### src/rtl/psum_quant.sv
// Post-MAC output stage: groups N partial sums with a bias, then rounds, shifts,
// optionally applies ReLU and saturates to one signed activation per group.
module psum_quant #(
   parameter int WP = 22,
   parameter int WB = 16,
   parameter int WC = 8,
   parameter int WA = 32,
   parameter int WQ = 8
) (
   input  logic                 clk,
   input  logic                 rstn,
   input  logic                 vld_i,
   input  logic signed [WP-1:0] psum_i,
   input  logic        [WC-1:0] cfg_num_i,
   input  logic        [4:0]    cfg_shift_i,
   input  logic                 cfg_relu_i,
   input  logic signed [WB-1:0] bias_i,
   input  logic                 clr_i,
   output logic                 vld_o,
   output logic signed [WQ-1:0] q_o,
   output logic                 busy_o
);

   typedef enum logic {
      IDLE  = 1'b0,
      ACCUM = 1'b1
   } state_e;

   localparam logic signed [WA:0] RND_ONE = (WA+1)'(1);
   localparam logic signed [WA:0] Q_MAX   = (WA+1)'((2 ** (WQ-1)) - 1);
   localparam logic signed [WA:0] Q_MIN   = (WA+1)'(-(2 ** (WQ-1)));

   // Group-phase state is the accepted-psum count; state is a decoded view of it.
   state_e               state;
   logic [WC-1:0]        count, count_n;
   logic [WC-1:0]        num_q, num_n, num_eff;
   logic [4:0]           shift_q, shift_n;
   logic                 relu_q, relu_n;
   logic signed [WA-1:0] acc, acc_n;
   logic signed [WA-1:0] psum_x, bias_x;
   logic                 fin, fin_n;

   logic signed [WA:0]   rnd, sum_r, shr;
   logic signed [WQ-1:0] q_n;
   logic                 emit;

   assign psum_x  = {{(WA-WP){psum_i[WP-1]}}, psum_i};
   assign bias_x  = {{(WA-WB){bias_i[WB-1]}}, bias_i};
   assign num_eff = (cfg_num_i == '0) ? WC'(1) : cfg_num_i;
   assign state   = (count == '0) ? IDLE : ACCUM;
   assign emit    = fin & ~clr_i;

   // Stage 1: group bookkeeping and accumulation.
   always_comb begin
      count_n = count;
      num_n   = num_q;
      shift_n = shift_q;
      relu_n  = relu_q;
      acc_n   = acc;
      fin_n   = 1'b0;
      if (clr_i) begin
         count_n = '0;
      end else if (vld_i) begin
         case (state)
            IDLE: begin
               num_n   = num_eff;
               shift_n = cfg_shift_i;
               relu_n  = cfg_relu_i;
               acc_n   = bias_x + psum_x;
               if (num_eff == WC'(1)) fin_n = 1'b1;
               else                   count_n = WC'(1);
            end
            ACCUM: begin
               acc_n = acc + psum_x;
               if (count + WC'(1) == num_q) begin
                  fin_n   = 1'b1;
                  count_n = '0;
               end else begin
                  count_n = count + WC'(1);
               end
            end
            default: count_n = '0;
         endcase
      end
   end

   // Stage 2: round-half-up arithmetic shift, ReLU, saturation.
   // One guard bit above WA keeps the rounding add exact for any acc.
   always_comb begin
      rnd = '0;
      if (shift_q != 5'd0) rnd = RND_ONE <<< (shift_q - 5'd1);
      sum_r = {acc[WA-1], acc} + rnd;
      shr   = sum_r >>> shift_q;
      if (relu_q && shr[WA]) shr = '0;
      if (shr > Q_MAX)      q_n = {1'b0, {(WQ-1){1'b1}}};
      else if (shr < Q_MIN) q_n = {1'b1, {(WQ-1){1'b0}}};
      else                  q_n = shr[WQ-1:0];
   end

   always_ff @(posedge clk or negedge rstn) begin
      if (!rstn) begin
         count   <= '0;
         num_q   <= '0;
         shift_q <= '0;
         relu_q  <= 1'b0;
         acc     <= '0;
         fin     <= 1'b0;
         busy_o  <= 1'b0;
         vld_o   <= 1'b0;
         q_o     <= '0;
      end else begin
         count   <= count_n;
         num_q   <= num_n;
         shift_q <= shift_n;
         relu_q  <= relu_n;
         acc     <= acc_n;
         fin     <= fin_n;
         busy_o  <= (count_n != '0);
         vld_o   <= emit;
         if (emit) q_o <= q_n;
      end
   end

endmodule

### config.mk
export PLATFORM = sky130hd
export DESIGN_NAME = psum_quant
export DESIGN_NICKNAME = d
export VERILOG_FILES = /design/src/rtl/psum_quant.sv
export SDC_FILE = /design/constraint.sdc
export NUM_CORES = 1
export LEC_CHECK = 0
export CAP_MARGIN = 40
export CORE_MARGIN = 2
export CORE_UTILIZATION = 60
export CTS_BUF_LIST = sky130_fd_sc_hd__clkbuf_8
export CTS_CLUSTER_DIAMETER = 150
export DETAILED_ROUTE_END_ITERATION = 6
export GPL_ROUTABILITY_DRIVEN = 0
export PLACE_DENSITY = 0.81
export SYNTH_ARGS = -nofsm -noshare
export SYNTH_HDL_FRONTEND = slang
export SYNTH_SLANG_ARGS = --single-unit
### constraint.sdc
create_clock -name clk -period 6.4 [get_ports clk]
set_input_delay 1.28 -clock clk [delete_from_list [all_inputs] [get_ports clk]]
set_output_delay 1.28 -clock clk [all_outputs]
set_load 0.05 [all_outputs]
## Word-level counts from Yosys, hierarchy flattened

Cells that the tools add are included.

| word-level totals | value |
|---|---|
| flip-flop bits (word level) | 65 |
| bits of input ports | 56 |
| output and inout port bits | 10 |
| word-level logic and storage cells | 46 |

| operators by class | value |
|---|---|
| $add $sub $neg | 5 |
| order comparisons | 2 |
| equality and inequality tests | 2 |
| shift operators | 2 |
| muxes and demuxes | 17 |
| bitwise gates (word level) | 2 |
| reduce and logical (&&, ||, !) cells | 7 |

Operators with widths:

| cell | count |
|---|---|
| $mux W33 | 2 |
| $pmux W32 S2 | 1 |
| $mux W8 | 7 |
| $add A33 B33 Y33 | 1 |
| $gt A33 B8 Y1 const B | 1 |
| $lt A33 B8 Y1 const B | 1 |
| $sshl A2 B5 Y33 const A | 1 |
| $sshr A33 B5 Y33 | 1 |
| $add A32 B22 Y32 | 1 |
| $add A16 B22 Y23 | 1 |
| $logic_not A8 Y1 | 2 |
| $pmux W8 S2 | 1 |
| $add A8 B1 Y8 const B | 1 |
| $eq A8 B1 Y1 const B | 1 |
| $eq A8 B8 Y1 | 1 |
| $reduce_bool A8 Y1 | 1 |
| $mux W1 | 5 |
| $reduce_bool A5 Y1 | 1 |
| $sub A5 B1 Y5 const B | 1 |
| $reduce_and A3 Y1 | 1 |
| $pmux W1 S2 | 1 |
| $reduce_and A2 Y1 | 1 |
| $and A1 B1 Y1 | 1 |
| $logic_and A1 B1 Y1 | 1 |
| $not A1 Y1 | 1 |

## Longest topological paths before layout

Gate-level depths: netlist of run 1.

| logic depth | value |
|---|---|
| depth after elaboration | 10 |
| gate-level depth with buffers | 23 |
| depth with buffers taken out | 19 |

## Least setup slack after synthesis of run 1

OpenSTA, ideal clock, no wires.

| timing path | value |
|---|---|
| kind | flip-flop to flip-flop |
| from | register shift_q[1] |
| to | register q_o[0] |
| setup time | 140 ps |
| data arrival time | 5,190 ps |
| slack | 1,070 ps |
| stages on the path, launching flop included | 22 |
| cell sequence | dfrtp_1 inv_1 clkbuf_1 nand2_1 clkbuf_1 nor3_1 ha_1 inv_1 fa_1 nand2b_1 a21oi_1 o211a_1 a21oi_2 o21ai_1 mux2i_1 a22oi_1 or3_1 a221o_1 a2111oi_2 nand4b_1 a311oi_4 o32ai_1 |

| between the ends | value |
|---|---|
| cells in the longest elaborated chain, start to end | 10 |
| elaborated cells on any way between the ends | 12 |

Ends and longest elaborated chain:

| element | RTL line | text |
|---|---|---|
| start, declared | 37 | `logic [4:0] shift_q, shift_n;` |
| start signal, assigned | 114 | `shift_q <= shift_n;` |
| $sub A5 B1 Y5 | 91 | `if (shift_q != 5'd0) rnd = RND_ONE <<< (shift_q - 5'd1);` |
| $sshl A2 B5 Y33 | 91 |  |
| $mux W33 | 91 |  |
| $add A33 B33 Y33 | 92 | `sum_r = {acc[WA-1], acc} + rnd;` |
| $sshr A33 B5 Y33 (*) | 93 | `shr = sum_r >>> shift_q;` |
| $logic_and A1 B1 Y1 | 94 | `if (relu_q && shr[WA]) shr = '0;` |
| $mux W33 (*) | 94 |  |
| $lt A33 B8 Y1 | 96 | `else if (shr < Q_MIN) q_n = {1'b1, {(WQ-1){1'b0}}};` |
| $mux W8 | 96 |  |
| $mux W8 (*) | 95 | `if (shr > Q_MAX) q_n = {1'b0, {(WQ-1){1'b1}}};` |
| end signal, assigned | 120 | `if (emit) q_o <= q_n;` |
| end, declared | 20 | `output logic signed [WQ-1:0] q_o,` |

Every way passes the cells marked *; elsewhere a longest branch is shown, timed or not.
A chain may end at the register's enable or synchronous reset.

## Worst setup path in the final report of run 1

| timing path | value |
|---|---|
| from | register shift_q[1] |
| to | register q_o[3] |

The elaborated chain is that of the path after synthesis.

==> reports/metrics.csv, run 1 <==
stage,metric,value,unit
floorplanning,die-height,136,µm
worst_setup_path,r2r_cells,19,
worst_hold_path,hold_depth,2,
grt,grt_max_degree,66,
floorplanning,die_w,136,µm
sta,tightest_slew,856,ps
cts,insertion_delay,400,ps
logic_synthesis,syn_nets,1566,
power_and_ir_drop,vdd_drop_max,0.186,mV
logic_synthesis,ys_ff_latch,65,
flow_run,drv_cap,0,
final_layout,drive_gt1_share,7.72,%
power_and_ir_drop,p_per_area,324,mW/mm²
grt,antenna_found_initial,0,
drt,viasPerCell,6.76,
logic_synthesis,postSynthCellCount,1420,
logic_synthesis,yosysMostFrequentCell,nand2_1,
power_and_ir_drop,power.leakage,5.04,nW
worst_setup_path,endpoint_kind,flop,
worst_hold_path,hold_path_class,reg -> reg,
worst_setup_path,crit_arrival,6250,ps
drt,firstDrtPassIters,6,
cts,clock-root-buffer,clkbuf_8,
final_layout,area_growth_syn_to_layout,9.94,%
sta,slew_violations,0,
sta,slew_headroom,42.9,%
floorplanning,start_util,61.1,%
logic_synthesis,synth.top_cells.by_area,"dfrtp_1 15%, ha_1 10%, nand2_1 5.5%, nor2_1 4.6%, o21ai_0 4.6%",
worst_setup_path,cp-start-kind,flop,
logic_synthesis,synthFlopType,dfrtp_1,
sta,finalSetupViolations,0,
worst_setup_path,required,6660,ps
grt,grt_pass1_wl,51.7,mm
worst_setup_path,critPathMaxFanout,17,
cts,cts_setup_buffers,0,
sta,period_share,93.6,%
worst_hold_path,min_from,num_q[0],
floorplanning,io_pins,66,
cts,cts_tree,built,
place,numPortBuffers,65,
floorplanning,placement_rows,48,
grt,grt-ovfl-total,0,
cts,cts_num_sinks,65,
logic_synthesis,yosys_warnings,0,
worst_hold_path,whs_endpoint,num_q[0],
drt,drc_errors,0,
sta,grt_setup_unrepaired,no,
logic_synthesis,synth_top_area_share,15.5,%
sta,tns,0,ps
cts,cts.htree.levels,3,
final_layout,antenna_cells,0,
cts,cts.clk_slew.worst_paths,80,ps
logic_synthesis,synth_commonest_cells,"153 x nand2_1, 129 x nor2_1, 96 x o21ai_0, 94 x a21oi_1, 87 x ha_1",
final_layout,multi_input_area,0.00840,mm²
cts,ctsLongestPathBuffers,2,
place,dp_slack,496,ps
final_layout,seq_area,0.00163,mm²
drt,post_drt_wl_per_cell,18.6,µm
sta,setup_slack,410,ps
place,place_hpwl,24.0,mm
floorplanning,coreArea,0.0172,mm²
sta,fin_crit,5990,ps
sta,fin_worst_skew,13.1,ps
floorplanning,fp.dieArea,0.0186,mm²
logic_synthesis,async_flop_share,100,%
drt,vias,11330,
final_layout,fill_cells,1493,
grt,grt_pass1_vias,10621,
worst_setup_path,r2r-start,shift_q[1],
logic_synthesis,yosys.area.top_type,dfrtp_1,
drt,drtIter0Drc,1571,
grt,track_usage,34.2,%
final_layout,utilization,67.2,%
sta,max_freq,167,MHz
cts,numCtsBuffers,9,
worst_setup_path,r2r_slack,410,ps
worst_setup_path,critPathKind,reg -> reg,
logic_synthesis,syn_area,0.0105,mm²
logic_synthesis,syn_avg_cell_area,7.39,µm²
logic_synthesis,synth_cell_types,87,
run_status,status,"complete, no violations",
logic_synthesis,synth_edf_count,0,
drt,ant_nets,0,
final_layout,nets,1592,
drt,routed_wl,31.1,mm
worst_setup_path,rr_endpoint,q_o[3],
sta,hold_viol_final,0,
logic_synthesis,synth-seq-area-share,15.5,%
[cells by family (layout without fill, tap and decap cells)]
group	Yosys count	after routing	synth area share, %
xor gates and xnor gates	79	79	6.59
adders and majority gates	90	90	10.9
other	1	1	0.0357
and+or+nand+nor	536	536	24.7
buffers and inverters	117	148	4.52
DFF	65	65	15.5
AOI/OAI and AO/OA	476	476	31.2
muxes	56	56	6.56
[final cells by class]
cell class / instances / share of cell area [%]
repair buffers: 95 / 7.69
well taps: 225 / 2.44
inverters: 37 / 1.20
flip-flops and latches: 65 / 14.1
clock inverters: 7 / 0.716
multi-input cells: 1238 / 72.8
clock buffers: 9 / 1.07
[worst max-delay path: stages (launching register included)]
cell and delay [ps]:
dfrtp_1 380, inv_1 80, buf_4 230, buf_4 280, nand2_1 330, nor3_1 300, ha_1 280, o211ai_1 130
a21oi_1 440, o211a_1 350, a21oi_2 130, o21ai_1 360, mux2i_1 390, a22oi_1 140, or3_1 420, a211o_1 280
a2111oi_0 480, nand4_1 220, a311oi_4 480, o32ai_1 160
[routing by layer]
metal	vias up	part of all wire (%)	wire length (µm)	track usage [%]
met5	-	0	0	0
met4	0	3.7	1150	15.0
met3	106	8.9	2760	5.82
met2	615	44	13800	52.5
met1	5197	43	13500	47.2
li1	5412	-	-	-
[metrics by stage]
step | hold WS, ps | power (W) | instances | area (µm²)
after global routing | 565 | 0.00401 | 1676 | 11500
after CTS | 531 | 0.00365 | 1675 | 11500
after detailed placement | 512 | 0.00325 | 1659 | 11300
after global placement | 485 | 0.00319 | 1655 | 11300
final | 522 | 0.00374 | 1676 | 11500
after floorplan | 470 | 0.00261 | 1420 | 10500
[placed cells by master (no fill, tap or decap), types with 24 or more instances in the layout]
master and n:
nand3_1 35, clkdlybuf4s50_1 64, a21o_1 47, inv_1 37, nor2_1 129, nand2_1 153
and3_1 28, mux2i_1 26, a211oi_1 24, nor3_1 61, ha_1 87, a31oi_1 32
xor2_1 29, a21oi_1 94, xnor2_1 50, dfrtp_1 64, o21ai_0 96, buf_4 26
[sequential cells by signal, summed over array words and instances (netlist names)]
register,cells
acc,32
vld_o,1
num_q,8
relu_q,1
fin,1
count,8
shift_q,5
busy_o,1
q_o,8
[where the power goes]
part / total (W) / internal, W / switching, W
clock: 0.000388 / 0.000186 / 0.000202
combinational: 0.00275 / 0.00108 / 0.00167
sequential: 0.000599 / 0.000498 / 0.000101
total: 0.00374 / 0.00176 / 0.00198
[timing repair]
| item | 4_1_cts | 5_1_grt |
|---|---|---|
| gates resized for setup | 0 | 1 |
| endpoints found under the setup margin | 0 | 7 |
| hold buffers | 0 | 0 |
[worst max-delay path by stage]
stage / startpoint / endpoint / slack [ps] / cells after the start
after floorplan: shift_q[1] / q_o[0] / 1070 / 21
after global placement: shift_q[0] / q_o[2] / 650 / 18
after detailed placement: shift_q[0] / q_o[3] / 500 / 18
after CTS: shift_q[0] / q_o[3] / 420 / 18
after global routing: shift_q[1] / q_o[3] / 10 / 19
final: shift_q[1] / q_o[3] / 410 / 19
(Power assumes the default switching activity.)
==> inputs of run 2 (changes only) <==
==> constraint.sdc (replaced) <==
create_clock -name clk -period 7.3 [get_ports clk]
set_input_delay 1.46 -clock clk [delete_from_list [all_inputs] [get_ports clk]]
set_output_delay 1.46 -clock clk [all_outputs]
set_load 0.05 [all_outputs]
==> run 2 against run 1 <==
Net effect: sequential power fell by 12%; total power fell by 12%; worst setup slack improved by 410 ps; largest power group unchanged; highest routed layer unchanged; count of clock-buffer cells in the layout rose by 1; non-clock buffer count fell by 9; sequential share of layout area rose by 0.068 points.
==> reports/metrics.csv, run 2 (same netlist as run 1, synthesis figures left out) <==
stage,metric,value,unit,change
run_status,status,"complete, no violations",,
final_layout,drive_gt1_share,7.01,%,-0.71 points
sta,max_freq,154,MHz,-7.6%
sta,slew_violations,0,,unchanged
worst_setup_path,rr_endpoint,q_o[2],,
sta,tightest_slew,908,ps,+51.6 ps
floorplanning,die_w,136,µm,unchanged
grt,track_usage,34.3,%,+0.035 points
drt,routed_wl,31.2,mm,+0.14%
cts,cts-resized-gates,0,,unchanged
cts,cts_tree,built,,
grt,grt_pass1_wl,51.7,mm,about the same
sta,period_share,88.8,%,-4.8 points
drt,firstDrtPassIters,6,,unchanged
power_and_ir_drop,power.share.clock,11.0,%,+0.6 points
final_layout,largest_reg_flops,32,,unchanged
power_and_ir_drop,p_seq_share,16.2,%,+0.2 points
floorplanning,fp.dieArea,0.0186,mm²,unchanged
cts,cts_setup_buffers,0,,unchanged
sta,slew_headroom,39.5,%,-3.4 points
power_and_ir_drop,p_int,0.00157,W,-11%
sta,fin_crit,6480,ps,+493 ps
worst_setup_path,crit_arrival,6760,ps,+510 ps
drt,post_drt_wl_per_cell,18.7,µm,+0.74%
cts,numCtsBuffers,9,,unchanged
flow_run,drv_cap,0,,unchanged
worst_setup_path,r2r_slack,820,ps,+410 ps
sta,setup_slack,817,ps,+407 ps
sta,fin_worst_skew,11.9,ps,-1.18 ps
grt,grt_pass1_vias,10397,,-2.1%
floorplanning,start_util,61.1,%,unchanged
final_layout,fill_cells,1538,,+3.0%
place,numPortBuffers,65,,unchanged
floorplanning,coreArea,0.0172,mm²,unchanged
power_and_ir_drop,power_switching,0.00171,W,-14%
place,dp_slack,1140,ps,+646 ps
worst_setup_path,endpoint_kind,flop,,
cts,ctsLongestPathBuffers,2,,unchanged
drt,vias,11393,,+0.56%
cts,cts_num_sinks,65,,unchanged
power_and_ir_drop,power.leakage,5.01,nW,-0.58%
drt,drtIter0Drc,1487,,-5.3%
sta,grt_setup_unrepaired,no,,
power_and_ir_drop,combPwrFrac,72.8,%,-0.8 points
worst_hold_path,hold_path_class,reg -> reg,,
final_layout,area_growth_syn_to_layout,9.34,%,
floorplanning,die-height,136,µm,unchanged
cts,cts.htree.levels,3,,unchanged
drt,drc_errors,0,,unchanged
final_layout,largest-register,acc,,
worst_setup_path,required,7580,ps,+920 ps
drt,viasPerCell,6.84,,+1.2%
cts,cts.clk_slew.worst_paths,80,ps,about the same
power_and_ir_drop,p_per_area,285,mW/mm²,-12%
worst_setup_path,r2r-start,shift_q[1],,
cts,clock-root-buffer,clkbuf_8,,
final_layout,final_cell_mix,"153 x nand2_1, 129 x nor2_1, 96 x o21ai_0",,
grt,grt-ovfl-total,0,,unchanged
sta,finalSetupViolations,0,,unchanged
sta,tns,0,ps,unchanged
place,place_hpwl,23.5,mm,-2.1%
worst_setup_path,crit_start,shift_q[1],,
sta,hold_viol_final,0,,unchanged
final_layout,nets,1583,,-0.57%
floorplanning,placement_rows,48,,unchanged
grt,antenna_found_initial,0,,unchanged
final_layout,stdcell_count,1666,,-0.60%
power_and_ir_drop,vdd_drop_max,0.155,mV,-17%
worst_setup_path,r2r_cells,18,,-1
cts,insertion_delay,380,ps,-20 ps
power_and_ir_drop,swShare,52.2,%,-0.71 points
final_layout,antenna_cells,0,,unchanged
worst_setup_path,cp-start-kind,flop,,
worst_setup_path,critPathKind,reg -> reg,,
worst_setup_path,worstSetupEndpoint,q_o[2],,
cts,postCtsHoldBufs,0,,unchanged
drt,ant_nets,0,,unchanged
floorplanning,io_pins,66,,unchanged
worst_setup_path,critPathMaxFanout,24,,+7
grt,grt_max_degree,66,,unchanged
place,place_inst,1651,,-0.48%
final_layout,final_common_cell,nand2_1,,
run 2: changes by cell type in the layout (fill, tap and decap cells not counted), sizes merged:
| cell | previous run | this run |
|---|---|---|
| buf | 29 | 21 |
| clkinvlp | 2 | 0 |
| inv | 41 | 38 |
| bufinv | 1 | 2 |
| clkinv | 0 | 2 |
run 2: power by group through the flow:
stage          Clock (W)  Combinational, W  Sequential (W)
2_1_floorplan          0           0.00175        0.000532
3_3_place_gp           0           0.00224        0.000531
3_5_place_dp           0           0.00229        0.000535
4_1_cts         0.000361           0.00230        0.000528
5_1_grt         0.000375           0.00259        0.000542
6_report        0.000361           0.00238        0.000530
run 2: area by class of cell:
class / count / area, µm² / share of cell area (%)
clock buffers: 10 / 138 / 1.20
clock inverters: 5 / 78.8 / 0.687
inverters: 37 / 139 / 1.21
multi-input cells: 1238 / 8400 / 73.2
flip-flops and latches: 65 / 1630 / 14.2
well taps: 225 / 282 / 2.45
repair buffers: 86 / 815 / 7.10
run 2: worst min path at each step:
stage	to	slack, ps	cells after the start	from
3_5_place_dp	num_q[0]	500	2	num_q[0]
6_report	num_q[0]	520	2	num_q[0]
4_1_cts	num_q[0]	510	2	num_q[0]
5_1_grt	acc[8]	560	2	acc[8]
3_3_place_gp	num_q[0]	480	2	num_q[0]
2_1_floorplan	num_q[0]	470	2	num_q[0]
run 2: metal layers:
layer	global-route usage [%]	up-vias	part of all wire, %
met5	0	-	0
li1	-	5397	-
met4	11.9	0	3.6
met2	52.8	664	43
met3	7.01	115	11
met1	47.6	5217	43
run 2: metrics by stage:
step	utilization, %	power [W]	instance area (µm²)	hold slack, ps
after floorplan	-	0.00229	10500	470
after global placement	65.3	0.00278	11200	485
after detailed placement	65.5	0.00282	11300	496
after CTS	66.8	0.00319	11500	514
after global routing	66.8	0.00350	11500	560
final	66.8	0.00328	11500	518
run 2: worst max-delay path: stages (launching register included):
cell and delay, ps:
dfrtp_1 390, inv_1 230, buf_4 360, nand2_1 490, nor3_1 360, ha_1 300, o211ai_1 140, a21oi_1 500
o211a_1 370, a21oi_2 130, o21ai_1 450, mux2i_1 380, nand2_1 290, a21oi_1 610, o211ai_1 270, a211o_1 330
nor4b_2 310, a41oi_2 290, o32ai_1 190
